**src/rtl/button_conditioner.sv**
```systemverilog
// -----------------------------------------------------------------------------
// button_conditioner
//
// Five independent push-button conditioning channels (H, M, L, G, A). Each raw
// asynchronous input is synchronized through two flops and then debounced: a
// new level is accepted only after DEB_CYCLES consecutive synchronized samples
// disagree with the current debounced level. Every accepted change, rising or
// falling, produces a single-cycle pulse on that channel's pulse output.
//
// Parameters:
//   DEB_CYCLES  consecutive mismatching samples needed to accept a new level
//               (legal range 1..65535)
//
// Ports:
//   CLK                 system clock, all state updates on the rising edge
//   RST                 asynchronous, active-high reset
//   H, M, L, G, A       raw, bouncing button levels (asynchronous)
//   HD, MD, LD, GD, AD  debounced levels, registered
//   PH, PM, PL, PG, PA  one-cycle change pulses, registered
//   P                   combinational OR of the five pulse registers
// -----------------------------------------------------------------------------
module button_conditioner #(
    parameter int unsigned DEB_CYCLES = 4
) (
    input  logic CLK,
    input  logic RST,

    input  logic H,
    input  logic M,
    input  logic L,
    input  logic G,
    input  logic A,

    output logic HD,
    output logic MD,
    output logic LD,
    output logic GD,
    output logic AD,

    output logic PH,
    output logic PM,
    output logic PL,
    output logic PG,
    output logic PA,

    output logic P
);

    localparam int unsigned NumCh   = 5;
    localparam int unsigned CntW    = 16;
    localparam logic [CntW-1:0] CntLast = CntW'(DEB_CYCLES - 1);

    // Channel index: 0=H, 1=M, 2=L, 3=G, 4=A.
    logic [NumCh-1:0] raw;

    logic [NumCh-1:0] s1_q;
    logic [NumCh-1:0] s2_q;
    logic [NumCh-1:0] db_q;
    logic [NumCh-1:0] db_d;
    logic [NumCh-1:0] pulse_q;
    logic [NumCh-1:0] pulse_d;
    logic [CntW-1:0]  cnt_q [NumCh];
    logic [CntW-1:0]  cnt_d [NumCh];

    assign raw = {A, G, L, M, H};

    // -------------------------------------------------------------------------
    // Two-flop synchronizers. Nothing downstream looks at raw or s1_q.
    // -------------------------------------------------------------------------
    always_ff @(posedge CLK or posedge RST) begin
        if (RST) begin
            s1_q <= '0;
            s2_q <= '0;
        end else begin
            s1_q <= raw;
            s2_q <= s1_q;
        end
    end

    // -------------------------------------------------------------------------
    // Debounce next-state. Any sample that agrees with the debounced level
    // restarts the count, so a bounce can never accumulate toward a change.
    // The terminal test uses >= so an out-of-range count can only ever resolve
    // back to zero rather than climb and wrap.
    // -------------------------------------------------------------------------
    always_comb begin
        db_d    = db_q;
        pulse_d = '0;
        for (int i = 0; i < NumCh; i++) begin
            cnt_d[i] = cnt_q[i];
            if (s2_q[i] == db_q[i]) begin
                cnt_d[i] = '0;
            end else if (cnt_q[i] >= CntLast) begin
                db_d[i]    = s2_q[i];
                cnt_d[i]   = '0;
                pulse_d[i] = 1'b1;
            end else begin
                cnt_d[i] = cnt_q[i] + CntW'(1);
            end
        end
    end

    // -------------------------------------------------------------------------
    // Debounce state. Reset zeroes the debounced levels without pulsing, so a
    // button held through reset is seen afterwards as a fresh press.
    // -------------------------------------------------------------------------
    always_ff @(posedge CLK or posedge RST) begin
        if (RST) begin
            db_q    <= '0;
            pulse_q <= '0;
            for (int i = 0; i < NumCh; i++) begin
                cnt_q[i] <= '0;
            end
        end else begin
            db_q    <= db_d;
            pulse_q <= pulse_d;
            for (int i = 0; i < NumCh; i++) begin
                cnt_q[i] <= cnt_d[i];
            end
        end
    end

    // -------------------------------------------------------------------------
    // Outputs straight from registers; P is a plain OR with no extra stage.
    // -------------------------------------------------------------------------
    assign HD = db_q[0];
    assign MD = db_q[1];
    assign LD = db_q[2];
    assign GD = db_q[3];
    assign AD = db_q[4];

    assign PH = pulse_q[0];
    assign PM = pulse_q[1];
    assign PL = pulse_q[2];
    assign PG = pulse_q[3];
    assign PA = pulse_q[4];

    assign P = |pulse_q;

endmodule

```
**config.mk**
```make
export PLATFORM = sky130hd
export DESIGN_NAME = button_conditioner
export DESIGN_NICKNAME = d
export VERILOG_FILES = /design/src/rtl/button_conditioner.sv
export SDC_FILE = /design/constraint.sdc
export NUM_CORES = 1
export LEC_CHECK = 0
export ABC_AREA = 1
export BUFFER_PORTS_ARGS = -buffer_cell sky130_fd_sc_hd__buf_2
export CAP_MARGIN = 20
export CORE_MARGIN = 5
export CORE_UTILIZATION = 58
export DETAILED_ROUTE_END_ITERATION = 6
export PLACE_DENSITY = 0.76
export SYNTH_ARGS = -nofsm -noshare
export SYNTH_HDL_FRONTEND = slang
export SYNTH_SLANG_ARGS = --single-unit
```
**constraint.sdc**
```tcl
create_clock -name CLK -period 3.5 [get_ports CLK]
set_clock_uncertainty 0.1 [all_clocks]
set_input_delay 0.175 -clock CLK [delete_from_list [all_inputs] [get_ports CLK]]
set_output_delay 0.175 -clock CLK [all_outputs]
set_load 0.02 [all_outputs]
```
==> summary.md <==
| Metric | Value |
|---|---|
| Run status | finished clean |
| Clock latency on the worst-skew pair | 0.35 ns |
| Highest signal layer in the routed design | met4 |
| Antenna diodes | 0 |
| Post-detailed-route DRC marker count | 0 |
| H-tree level count | 3 |
| Number of I/O port buffers | 17 |
| Avg Synthesized Cell Area | 13.88 um2 |
| Clock-pin slew reported for the worst setup and hold paths after clock tree synthesis | 0.09 ns |
| TritonCTS clock tree | done |
| WL met2 | 2397 um |
| Endpoint of the worst-slack reg-to-reg timing path | cnt_q[0] |
| Placeable core region | 5439 um2 |
| Startpoint type of the worst setup path | flop |
| Drt initial violations | 95 |
| Peak supply drop | 0.3971 mV |
| Number of core rows | 27 |
| Final setup TNS | 0 ns |
| Setup repair after global routing missed its margin | no |
| Most common library cells after synthesis | sky130_fd_sc_hd__dfrtp_1, sky130_fd_sc_hd__nor2_1, sky130_fd_sc_hd__nand2_1, sky130_fd_sc_hd__inv_1, sky130_fd_sc_hd__nor2_4 |
| Count of boundary I/O pins | 18 |
| GPL Wtd Cong | 0.7035 |
| Crit path capture type | output pin |
| Root buf cell | sky130_fd_sc_hd__clkbuf_8 |
| Layout overhead on the synthesized area | 23.01% |
| Fill cell instance count of the final layout | 361 |
| Vias | 1696 |
| Cell types occupying the most area after synthesis | sky130_fd_sc_hd__dfrtp_1, sky130_fd_sc_hd__nor2_1, sky130_fd_sc_hd__nand2_1 |
| Number of sinks driven by the clock tree | 100 |
| Global-route wire length before repair | 7790 um |
| Critical path startpoint | pulse_q[4] |
| Number of distinct standard cells referenced by the synthesized netlist | 12 |
| Crit Path Class | reg2out |
| Cell type with the largest total area after synthesis | sky130_fd_sc_hd__dfrtp_1 |
| Worst Reg2Reg Path Length in Cells | 6 |
| Post-Route Utilization | 72.19% |
| Count of flip-flops with a built-in enable after synthesis | 0 |
| Antenna-violating nets left | 0 |
| Post-CTS sizing | 0 |
| Die outline area | 7087 um2 |
| Worst Hold Class | in2async |
| Share of synthesized area occupied by flip-flops and latches | 78.40% |
| Design Area, Final | 3926 um2 |
| Crit path to | P |
| Dpl hpwl | 2638 um |
| Initial antenna violation count | 0 |
| Number of CTS-inserted buffers | 9 |
| Final WS setup | 2.084 ns |
| Worst Path Max Fanout | 2 |
| Routed length on met1 | 1806 um |
| Most repeated cell in the gate-level netlist after synthesis | sky130_fd_sc_hd__dfrtp_1 |
| Wire length after detailed routing | 4486 um |
| Number of max-slew violations in the final report | 0 |
| Worst flop-to-flop path startpoint | cnt_q[0] |
| Async set-or-reset flop fraction in the synthesized netlist | 100.0% |
| Global route total overflow | 0 |
| Max Cap Viol | 0 |
| Average detailed-routed wire length per instance | 10.91 um |
| Power per cell area | 526.3 nW/um2 |
| Fmax | 0.7060 GHz |
| TritonRoute pass-1 iters | 4 |
| Minimum setup slack among reg-to-reg paths | 2.12 ns |
| Share of Yosys cell area claimed by the top area cell type | 78.40% |
| Number of standard cells after synthesis | 230 |
| Placement-stage cell area | 3636 um2 |
| Via count of the first global-routing pass | 1767 |
| Total of endpoints with negative setup slack in the final report | 0 |
| Vias per cell | 4.127 |
| Total met3 wirelength after detailed routing | 170 um |
| Max Buffers Root-to-Sink | 2 |
| Synthesis Warnings | 0 |
| Setup slack after placement | 2.153 ns |
| Worst hold-check slack | 0.1878 ns |
| Period minus WS final | 1.416 ns |
| Initial Util | 58.68% |
| Post-synth top flop | sky130_fd_sc_hd__dfrtp_1 |
| Syn Std Cell Area | 3192 um2 |
| Layout net count | 347 |
| Critical path required time | 3.22 ns |
| Die width | 84.19 um |
| WP data arrival | 1.14 ns |
| Pin count of the biggest net entering global routing | 89 |
| Total GRT Usage | 14.51% |
| Final hold vios | 0 |
| Cell leakage power | 1.891 nW |
| Yosys reg bits | 100 |
| Final clock period utilization by the worst path | 40.47% |
| Share of cells above drive strength 1 | 14.16% |
| Die extent in y | 84.19 um |
## report_power, final
part	total [mW]	switching (mW)	internal, mW
clock	0.737	0.350	0.386
combinational	0.0991	0.0685	0.0306
sequential	1.23	0.0209	1.21
total	2.07	0.440	1.63
## placed cells by master, fill, tap and decap left out, drive strengths merged, types with 6 or more instances in the layout
cell	Yosys	final
dfrtp	100	100
conb	1	70
nor2	56	56
nand2	36	36
buf	0	19
clkbuf	0	14
inv	11	11
nand3	10	10
dlygate4sd3	0	6
## critical path, stage by stage, from the launching register on
cell and delay [ns]:
sky130_fd_sc_hd__dfrtp_1 0.42, sky130_fd_sc_hd__nor3_1 0.15, sky130_fd_sc_hd__nand2_1 0.06, sky130_fd_sc_hd__buf_2 0.16
## what timing repair did
| item | 4_1_cts | 5_1_grt |
|---|---|---|
| hold buffers | 6 | 0 |
| hold endpoints to repair | 9 | 0 |
| setup endpoints to repair | 0 | 0 |
| setup buffers | 0 | 0 |
## worst min path at each step
stage / start / end / slack (ns) / depth (start not counted)
floorplan: H / s1_q[0] / 0.11 / 0
global placement: A / s1_q[4] / 0.18 / 1
detailed placement: L / s1_q[2] / 0.18 / 1
CTS: s1_q[2] / s2_q[2] / 0.25 / 0
global route: RST / cnt_q[78] / 0.22 / 3
finish: RST / cnt_q[73] / 0.19 / 3
## cell type report
cell class	count	area, um2	area share (%)
timing repair buffer	25	180.2	4.589
tap	72	90.09	2.294
clock inverter	1	30.03	0.7648
inverter	11	43.79	1.115
sequential	100	2502	63.73
clock buffer	14	172.7	4.398
multi-input combinational	188	907.1	23.10
## metal layers
layer | vias to the layer above | GRT usage [%]
met4 | 0 | 8.772
met2 | 27 | 24.10
met1 | 812 | 17.61
met3 | 9 | 2.846
li1 | 848 | -
met5 | - | 0
## flip-flops by register name, summed over array words and instances (netlist names)
register and cells:
cnt_q 80, db_q 5, pulse_q 5, s1_q 5
s2_q 5
## kinds of logic (layout without fill, tap and decap cells)
family	Yosys count	after routing	synth area share, %
AND/OR/NAND/NOR	103	103	15.68
flip-flops	100	100	78.40
buffers and inverters	11	51	1.294
adder cells (fa/ha/maj)	5	5	1.960
AO/OA/AOI/OAI	5	5	1.176
XOR/XNOR	5	5	1.372
other	1	70	0.1175
## metrics by stage
step / instances / total power [mW]
after floorplan: 299 / 1.312
after global routing: 411 / 2.154
after CTS: 410 / 2.066
final: 411 / 2.066
after global placement: 389 / 1.337
after detailed placement: 389 / 1.342
No activity file was read; power rests on OpenSTA's default activity.
